**config.mk**
```make
export PLATFORM = sky130hd
export DESIGN_NAME = multicycle_ctrl_fsm
export DESIGN_NICKNAME = d
export VERILOG_FILES = /design/src/rtl/multicycle_ctrl_fsm.sv
export SDC_FILE = /design/constraint.sdc
export NUM_CORES = 1
export LEC_CHECK = 0
export ABC_AREA = 1
export CAP_MARGIN = 5
export CORE_UTILIZATION = 32
export CTS_CLUSTER_DIAMETER = 50
export DETAILED_ROUTE_END_ITERATION = 10
export PLACE_DENSITY = 0.89
export SLEW_MARGIN = 20
export SYNTH_ARGS = -nofsm -noshare
export SYNTH_HDL_FRONTEND = slang
export SYNTH_SLANG_ARGS = --single-unit
```
**constraint.sdc**
```tcl
create_clock -name clk -period 1.45 [get_ports clk]
set_input_delay 0.29 -clock clk [delete_from_list [all_inputs] [get_ports clk]]
set_output_delay 0.29 -clock clk [all_outputs]
set_load 0.02 [all_outputs]
```
**src/rtl/multicycle_ctrl_fsm.sv**
```systemverilog
// rtl/multicycle_ctrl_fsm.sv - multicycle ARMv4 main control sequencer
// Steps FETCH/DECODE/EXEC/MEM/WB and drives datapath selects, enables and ALUControl.
module multicycle_ctrl_fsm #(
  parameter int WAIT_LIMIT = 0,
  parameter int CNT_W      = 8
) (
  input  logic       clk,
  input  logic       reset,
  input  logic [1:0] Op,
  input  logic [5:0] Funct,
  input  logic [3:0] Rd,
  input  logic       MemReady,
  output logic       IRWrite,
  output logic       NextPC,
  output logic       AdrSrc,
  output logic       ALUSrcA,
  output logic [1:0] ALUSrcB,
  output logic [1:0] ResultSrc,
  output logic [3:0] ALUControl,
  output logic       RegW,
  output logic       MemW,
  output logic       Branch,
  output logic       PCS,
  output logic [1:0] FlagW,
  output logic       NoWrite,
  output logic       Illegal,
  output logic       Fault,
  output logic [3:0] State
);

  typedef enum logic [3:0] {
    FETCH  = 4'd0,
    DECODE = 4'd1,
    MEMADR = 4'd2,
    MEMRD  = 4'd3,
    MEMWB  = 4'd4,
    MEMWR  = 4'd5,
    EXECR  = 4'd6,
    EXECI  = 4'd7,
    ALUWB  = 4'd8,
    BRANCH = 4'd9
  } state_t;

  localparam logic [CNT_W:0] LIMIT = (CNT_W + 1)'(WAIT_LIMIT);

  state_t           state;
  logic [CNT_W-1:0] wait_cnt;
  logic             timeout;
  logic [3:0]       cmd;
  logic             is_cmp;
  logic [3:0]       alu_dp;
  logic [1:0]       flagw_dp;

  // Data-processing decode, shared by EXECR/EXECI/ALUWB
  always_comb begin
    cmd    = Funct[4:1];
    is_cmp = (cmd == 4'b1010);
    case (cmd)
      4'b0000:         alu_dp = 4'b0010;
      4'b1100:         alu_dp = 4'b0011;
      4'b0010, 4'b1010: alu_dp = 4'b0001;
      default:         alu_dp = 4'b0000;
    endcase
    flagw_dp = {Funct[0], Funct[0] & ((cmd == 4'b0100) | (cmd == 4'b0010) | is_cmp)};
  end

  // A MemReady=1 in the limit cycle completes normally, so timeout needs MemReady low
  always_comb begin
    timeout = (WAIT_LIMIT != 0) && !MemReady
           && ((state == FETCH) || (state == MEMRD) || (state == MEMWR))
           && (({1'b0, wait_cnt} + 1'b1) == LIMIT);
  end

  always_ff @(posedge clk or posedge reset) begin
    if (reset) begin
      state    <= FETCH;
      wait_cnt <= '0;
    end else begin
      wait_cnt <= '0;
      case (state)
        FETCH: begin
          if (MemReady)      state    <= DECODE;
          else if (!timeout) wait_cnt <= wait_cnt + 1'b1;
        end
        DECODE: begin
          case (Op)
            2'b00:   state <= Funct[5] ? EXECI : EXECR;
            2'b01:   state <= MEMADR;
            2'b10:   state <= BRANCH;
            default: state <= FETCH;
          endcase
        end
        MEMADR: state <= Funct[0] ? MEMRD : MEMWR;
        MEMRD: begin
          if (MemReady)     state    <= MEMWB;
          else if (timeout) state    <= FETCH;
          else              wait_cnt <= wait_cnt + 1'b1;
        end
        MEMWR: begin
          if (MemReady || timeout) state    <= FETCH;
          else                     wait_cnt <= wait_cnt + 1'b1;
        end
        EXECR, EXECI: state <= ALUWB;
        default:      state <= FETCH;
      endcase
    end
  end

  always_comb begin
    IRWrite    = 1'b0;
    NextPC     = 1'b0;
    AdrSrc     = 1'b0;
    ALUSrcA    = 1'b0;
    ALUSrcB    = 2'b00;
    ResultSrc  = 2'b00;
    ALUControl = 4'b0000;
    RegW       = 1'b0;
    MemW       = 1'b0;
    Branch     = 1'b0;
    FlagW      = 2'b00;
    NoWrite    = 1'b0;
    Illegal    = 1'b0;
    Fault      = 1'b0;
    case (state)
      FETCH: begin
        ALUSrcA   = 1'b1;
        ALUSrcB   = 2'b10;
        ResultSrc = 2'b10;
        IRWrite   = MemReady;
        NextPC    = MemReady;
        Fault     = timeout;
      end
      DECODE: begin
        ALUSrcA   = 1'b1;
        ALUSrcB   = 2'b10;
        ResultSrc = 2'b10;
        Illegal   = (Op == 2'b11);
      end
      MEMADR: ALUSrcB = 2'b01;
      MEMRD: begin
        AdrSrc = 1'b1;
        Fault  = timeout;
      end
      MEMWB: begin
        ResultSrc = 2'b01;
        RegW      = 1'b1;
      end
      MEMWR: begin
        AdrSrc = 1'b1;
        MemW   = MemReady;
        Fault  = timeout;
      end
      EXECR, EXECI: begin
        ALUSrcB    = (state == EXECI) ? 2'b01 : 2'b00;
        ALUControl = alu_dp;
        FlagW      = flagw_dp;
        NoWrite    = is_cmp;
      end
      ALUWB: begin
        RegW    = ~is_cmp;
        FlagW   = flagw_dp;
        NoWrite = is_cmp;
      end
      BRANCH: begin
        ALUSrcB   = 2'b01;
        ResultSrc = 2'b10;
        Branch    = 1'b1;
      end
      default: ;
    endcase
    // Reset holds state at FETCH; strobes must not fire from that decode
    if (reset) begin
      IRWrite = 1'b0;
      NextPC  = 1'b0;
      RegW    = 1'b0;
      MemW    = 1'b0;
      Branch  = 1'b0;
      Illegal = 1'b0;
      Fault   = 1'b0;
    end
  end

  always_comb begin
    PCS   = ((Rd == 4'd15) & (((Op == 2'b00) & ~is_cmp) | ((Op == 2'b01) & Funct[0])))
          | (Op == 2'b10);
    State = state;
  end

endmodule

```
======== Yosys cells after proc, flatten, opt, wreduce, memory -nomap -nowiden ========
Index checks and enable logic that the tools add are counted.
cells by class
  multiplexer cells ....................... 26
  bitwise logic cells ..................... 9
  reduce and logical (&&, ||, !) cells .... 11
  equal/unequal tests ..................... 20
operators with widths
  operator              number
  $pmux W4 S6           1
  $eq A4 B3 Y1 const B  5
  $eq A4 B4 Y1 const B  5
  $mux W1               14
  $eq A4 B2 Y1 const B  3
  $mux W4               3
  $pmux W2 S3           2
  $pmux W4 S3           1
  $reduce_or A2 Y1      5
  $logic_not A4 Y1      2
  $ne A2 B2 Y1 const B  3
  $reduce_or A3 Y1      2
  $and A1 B1 Y1         4
  $eq A2 B2 Y1 const B  2
  $eq A4 B1 Y1 const B  1
  $mux W2               2
  $or A1 B1 Y1          4
  $pmux W2 S2           1
  $mux W3               1
  $reduce_and A3 Y1     1
  $eq A2 B1 Y1 const B  1
  $logic_not A2 Y1      1
  $pmux W1 S2           1
  $not A1 Y1            1
storage, ports and cells
  input bits .............................. 15
  output and inout port bits .............. 25
  logic and storage cells ................. 67
  register bits ........................... 4

======== Longest topological paths before layout ========
Gate-level depths: netlist (run 1).
  depth after elaboration ................. 6
  mapped depth ............................ 7

======== Worst setup path before layout (run 1) ========
Ideal clock, no wire load.
  path kind ............................... register to output
  from .................................... register state[3] (netlist: State[3])
  to ...................................... output port NextPC
  path slack .............................. -435 ps
  data required time ...................... 1160 ps
  arrival ................................. 1595 ps
  path buffers ............................ 1
  stages on the path, launching flop included .. 5
  path through ............................ dfrtp_1 -> nor2_4 -> nand2_1 -> nor3_1 -> buf_4
on the way
  word-level cells in the longest chain between the ends .. 3
RTL lines
  element                   RTL line  source
  start: declaration        46        state_t state;
  start signal: assignment  87        2'b00: state <= Funct[5] ? EXECI : EXECR;
  start signal: assignment  93        MEMADR: state <= Funct[0] ? MEMRD : MEMWR;
  $logic_not A4 Y1          --
  $mux W1 (2 in a row)      --
  end: declaration          14        output logic NextPC,
No other way between the ends.

======== Worst setup path in the final report (run 1) ========
  from .................................... register state[3] (netlist: State[3])
  to ...................................... output port AdrSrc
on the way
  word-level cells in the longest chain between the ends .. 3
RTL lines
  element                                       RTL line  source
  $eq A4 B3 Y1 or $eq A4 B2 Y1 (tied branches)  124       case (state)
  $reduce_or A2 Y1 (no source line) *           --
  $mux W1 *                                     124
  end: declaration                              15        output logic AdrSrc,
Every way passes the cells marked *; elsewhere a longest branch is shown, timed or not.

==> flow_summary_export.csv, run 1 <==
group,metric,value,unit
status,status,"complete, but fails checks",
status,violations,"negative setup slack",
clock_tree,clk_path_buf_depth,2,
sta,hold_violations,0,
global_route,grt_max_degree,7,
sta,fin_crit_sh,117,%
route,antenna_left,0,
global_route,grt_first_pass_wirelength,3620,um
floorplanning,rows,14,
final_layout,n_antenna_cell,0,
sta,period_minus_slack,1.70,ns
final_layout,design_area,1230,sq um
sta,rsz0062_at_grt,"true",
pwr,p_leak,0.668,nW
synth,synth_most_common_cell,"nand2_1",
synth,synth_top_area_share,19.4,%
global_route,track_usage,26.1,%
setup_path,critical_path_peak_fanout,6,
final_layout,syn2layout_area_growth,138,%
synth,synth-seq-cells,4,
setup_path,cp.arrival,1.41,ns
pwr,p_seq_share,12.5,%
sta,setup_violations,18,
pwr,p_comb_share,79.5,%
clock_tree,clkTransAtPathRegs,0.05,ns
global_route,grt-busiest-layer,"met2",
floorplanning,die_y,42.2,um
final_layout,num-nets-final,178,
route,first_pass_iters,4,
route,viasPerCell,4.94,
route,avgRoutedWirePerCell,13.1,um
synth,synthArstFlopShare,100,%
pwr,intPower,0.00103,W
pwr,clkPwrFrac,8.0,%
setup_path,path_class,"reg2out",
global_route,use_met3,5.17,%
route,drc,0,
synth,synth-edff-count,0,
synth,ys.flop_type,"dfrtp_1",
global_route,grt_pass1_vias,850,
synth,yosysWarningCount,0,
pwr,p_per_area,1630,nW/um^2
global_route,grtUsageMet1,28.6,%
synth,synth_seq_area_share,19.4,%
synth,yosysUniqueCellTypes,19,
synth,yosys.area.top_type,"dfrtp_1",
clock_tree,insertion_delay,0.24,ns
synth,syn_area,517,sq um
setup_path,regToRegEndpoint,"State[0]$_DFFE_PP0P_",
final_layout,largest_register_ffs,4,
global_route,antenna_found_initial,0,
synth,yosys-top-cells-area,"dfrtp_1 (19%), nand2_1 (15%), nand3_1 (15%), inv_1 (12%), buf_4 (7.3%)",
floorplanning,die_area,1780,sq um
clock_tree,clock-root-buffer,"clkbuf_4",
synth,synth_common_cells,"nand2_1 (21), inv_1 (16), nand3_1 (15), nor2_1 (7), a21oi_1 (6)",
placed_design,port_buffers,36,
route,vias,879,
final_layout,n_fill_cell,107,
clock_tree,numCtsBuffers,3,
global_route,grt.met2_usage,48.9,%
setup_path,crit_path_end_kind,"output port",
global_route,grt-ovfl-total,0,
setup_path,r2r_cells,9,
route,first_iter_violations,29,
floorplanning,core,1510,sq um
floorplanning,start_util,34.3,%
sta,finalMaxSlewViolations,0,
run,maxCapViolations,0,
route,wirelength,2340,um
worst_hold_path,hold_class,"in2async",
placed_design,placedInstanceArea,1110,sq um
setup_path,r2r_slack,-0.08,ns
sta,fmax,0.587,GHz
clock_tree,clock_tree.htree_level_count,1,
setup_path,worstPathRequired,1.16,ns
placed_design,dp_hpwl,1670,um
clock_tree,cts_tree,"done",
pwr,vdd_drop_max,1.24,mV
pwr,swShare,48.5,%
pwr,switching_power,0.000969,W
setup_path,worst_setup_path_start_kind,"flop",
setup_path,r2r-start,"State[3]$_DFFE_PP0P_",
clock_tree,cts.sinks,4,
synth,synth_cells,91,
sta,skew,0.00803,ns
final_layout,drive_above_1_share,55.6,%
placed_design,routabilityCongestion,0.966,
sta,setup_ws,-0.253,ns
sta,fin_setup_tns,-3.02,ns
synth,avgSynthCellArea,5.68,sq um
floorplanning,num_io_pins,40,
floorplanning,die_w,42.2,um
[timing repair]
| item | CTS | global route |
|---|---|---|
| setup buffers | 5 | 5 |
| cloned | 0 | 0 |
| hold buffers | 0 | 0 |
| gates resized for setup | 123 | 19 |
| setup endpoints to repair | 22 | 21 |
| endpoints found under the hold margin | 0 | 0 |
| pin swaps | 9 | 7 |
[worst max path at each step]
| stage | start | end | slack, ns | cells after the start |
|---|---|---|---|---|
| 2_1_floorplan | State[1]$_DFFE_PP0P_ | NextPC | -0.09 | 4 |
| 3_3_place_gp | Funct[3] | RegW | -0.63 | 6 |
| 3_5_place_dp | Funct[2] | FlagW[0] | -0.69 | 5 |
| 4_1_cts | State[1]$_DFFE_PP0P_ | FlagW[0] | -0.21 | 6 |
| 5_1_grt | State[1]$_DFFE_PP0P_ | FlagW[0] | -0.32 | 6 |
| 6_report | State[3]$_DFFE_PP0P_ | AdrSrc | -0.25 | 6 |
[cell usage in the layout, fill, tap and decap left out, types with 3 or more instances in the layout]
cell | netlist | final
dfrtp_2 | 0 | 4
nand3_2 | 1 | 3
conb_1 | 1 | 3
dlygate4sd2_1 | 0 | 10
clkdlybuf4s50_1 | 0 | 3
nor2_4 | 2 | 5
clkdlybuf4s15_1 | 0 | 3
clkbuf_4 | 0 | 3
inv_1 | 16 | 11
nand2_2 | 2 | 5
inv_2 | 1 | 6
nand3_1 | 15 | 13
buf_6 | 0 | 8
nand2_1 | 21 | 17
buf_4 | 5 | 45
nor2_1 | 7 | 3
[worst max-delay path, cell delays in order, from the launching register on]
cell     delay (ns)
dfrtp_2        0.47
nor2_4         0.20
buf_4          0.14
buf_4          0.09
nand2_2        0.05
nand2_1        0.07
buf_4          0.13
[power by group through the flow]
stage	combinational [W]	clock, W	sequential (W)
2_1_floorplan	0.000618	0	0.000268
3_3_place_gp	0.00128	0	0.000221
3_5_place_dp	0.00132	0	0.000223
4_1_cts	0.00138	0.000157	0.000234
5_1_grt	0.00170	0.000174	0.000257
6_report	0.00159	0.000159	0.000250
[logic make-up after synthesis]
| group | after synthesis | share of synthesized area, % |
|---|---|---|
| DFF | 4 | 19.4 |
| buffers and inverters | 22 | 19.6 |
| and+or+nand+nor | 53 | 49.2 |
| other | 1 | 0.726 |
| AOI/OAI and AO/OA | 11 | 11.1 |
[per-stage QoR]
stage	std cells	setup slack [ns]	total power [W]	utilization [%]	hold slack (ns)
floorplan	93	-0.0928	0.000885	-	0.0560
global placement	164	-0.634	0.00150	73.6	0.675
detailed placement	164	-0.686	0.00154	73.6	0.681
CTS	173	-0.212	0.00177	76.7	0.423
global route	178	-0.317	0.00213	81.6	0.462
finish	178	-0.253	0.00200	81.6	0.428
[metal layers]
layer	up-vias	routed length, um	share of wire, %
li1	425	-	-
met1	398	882	38
met2	56	1260	54
met3	0	199	8.5
met4	0	0	0
met5	-	0	0
[area by class of cell]
cell class | instances | area (sq um) | area share, %
repair buffers | 70 | 581 | 47.2
multi-input cells | 67 | 434 | 35.3
flip-flops and latches | 4 | 105 | 8.55
inverters | 17 | 63.8 | 5.19
clock buffers | 4 | 26.3 | 2.14
well taps | 16 | 20.0 | 1.63
Power figures use the tool's default switching activity.
==> run 2: changes to the inputs <==
--- a/config.mk
+++ b/config.mk
@@ -8,7 +8,7 @@
 export ABC_AREA = 1
 export CAP_MARGIN = 5
 export CORE_UTILIZATION = 32
-export CTS_CLUSTER_DIAMETER = 50
+export CTS_CLUSTER_DIAMETER = 80
 export DETAILED_ROUTE_END_ITERATION = 10
 export PLACE_DENSITY = 0.89
 export SLEW_MARGIN = 20
==> results of run 2 <==
No change in the layout: final DEF, timing and power equal those of run 1.
==> run 3: changes to the inputs <==
--- a/config.mk
+++ b/config.mk
@@ -11,7 +11,6 @@
 export CTS_CLUSTER_DIAMETER = 80
 export DETAILED_ROUTE_END_ITERATION = 10
 export PLACE_DENSITY = 0.89
-export SLEW_MARGIN = 20
 export SYNTH_ARGS = -nofsm -noshare
 export SYNTH_HDL_FRONTEND = slang
 export SYNTH_SLANG_ARGS = --single-unit
==> results of run 3 <==
No change in the layout: final DEF, timing and power equal those of run 1.
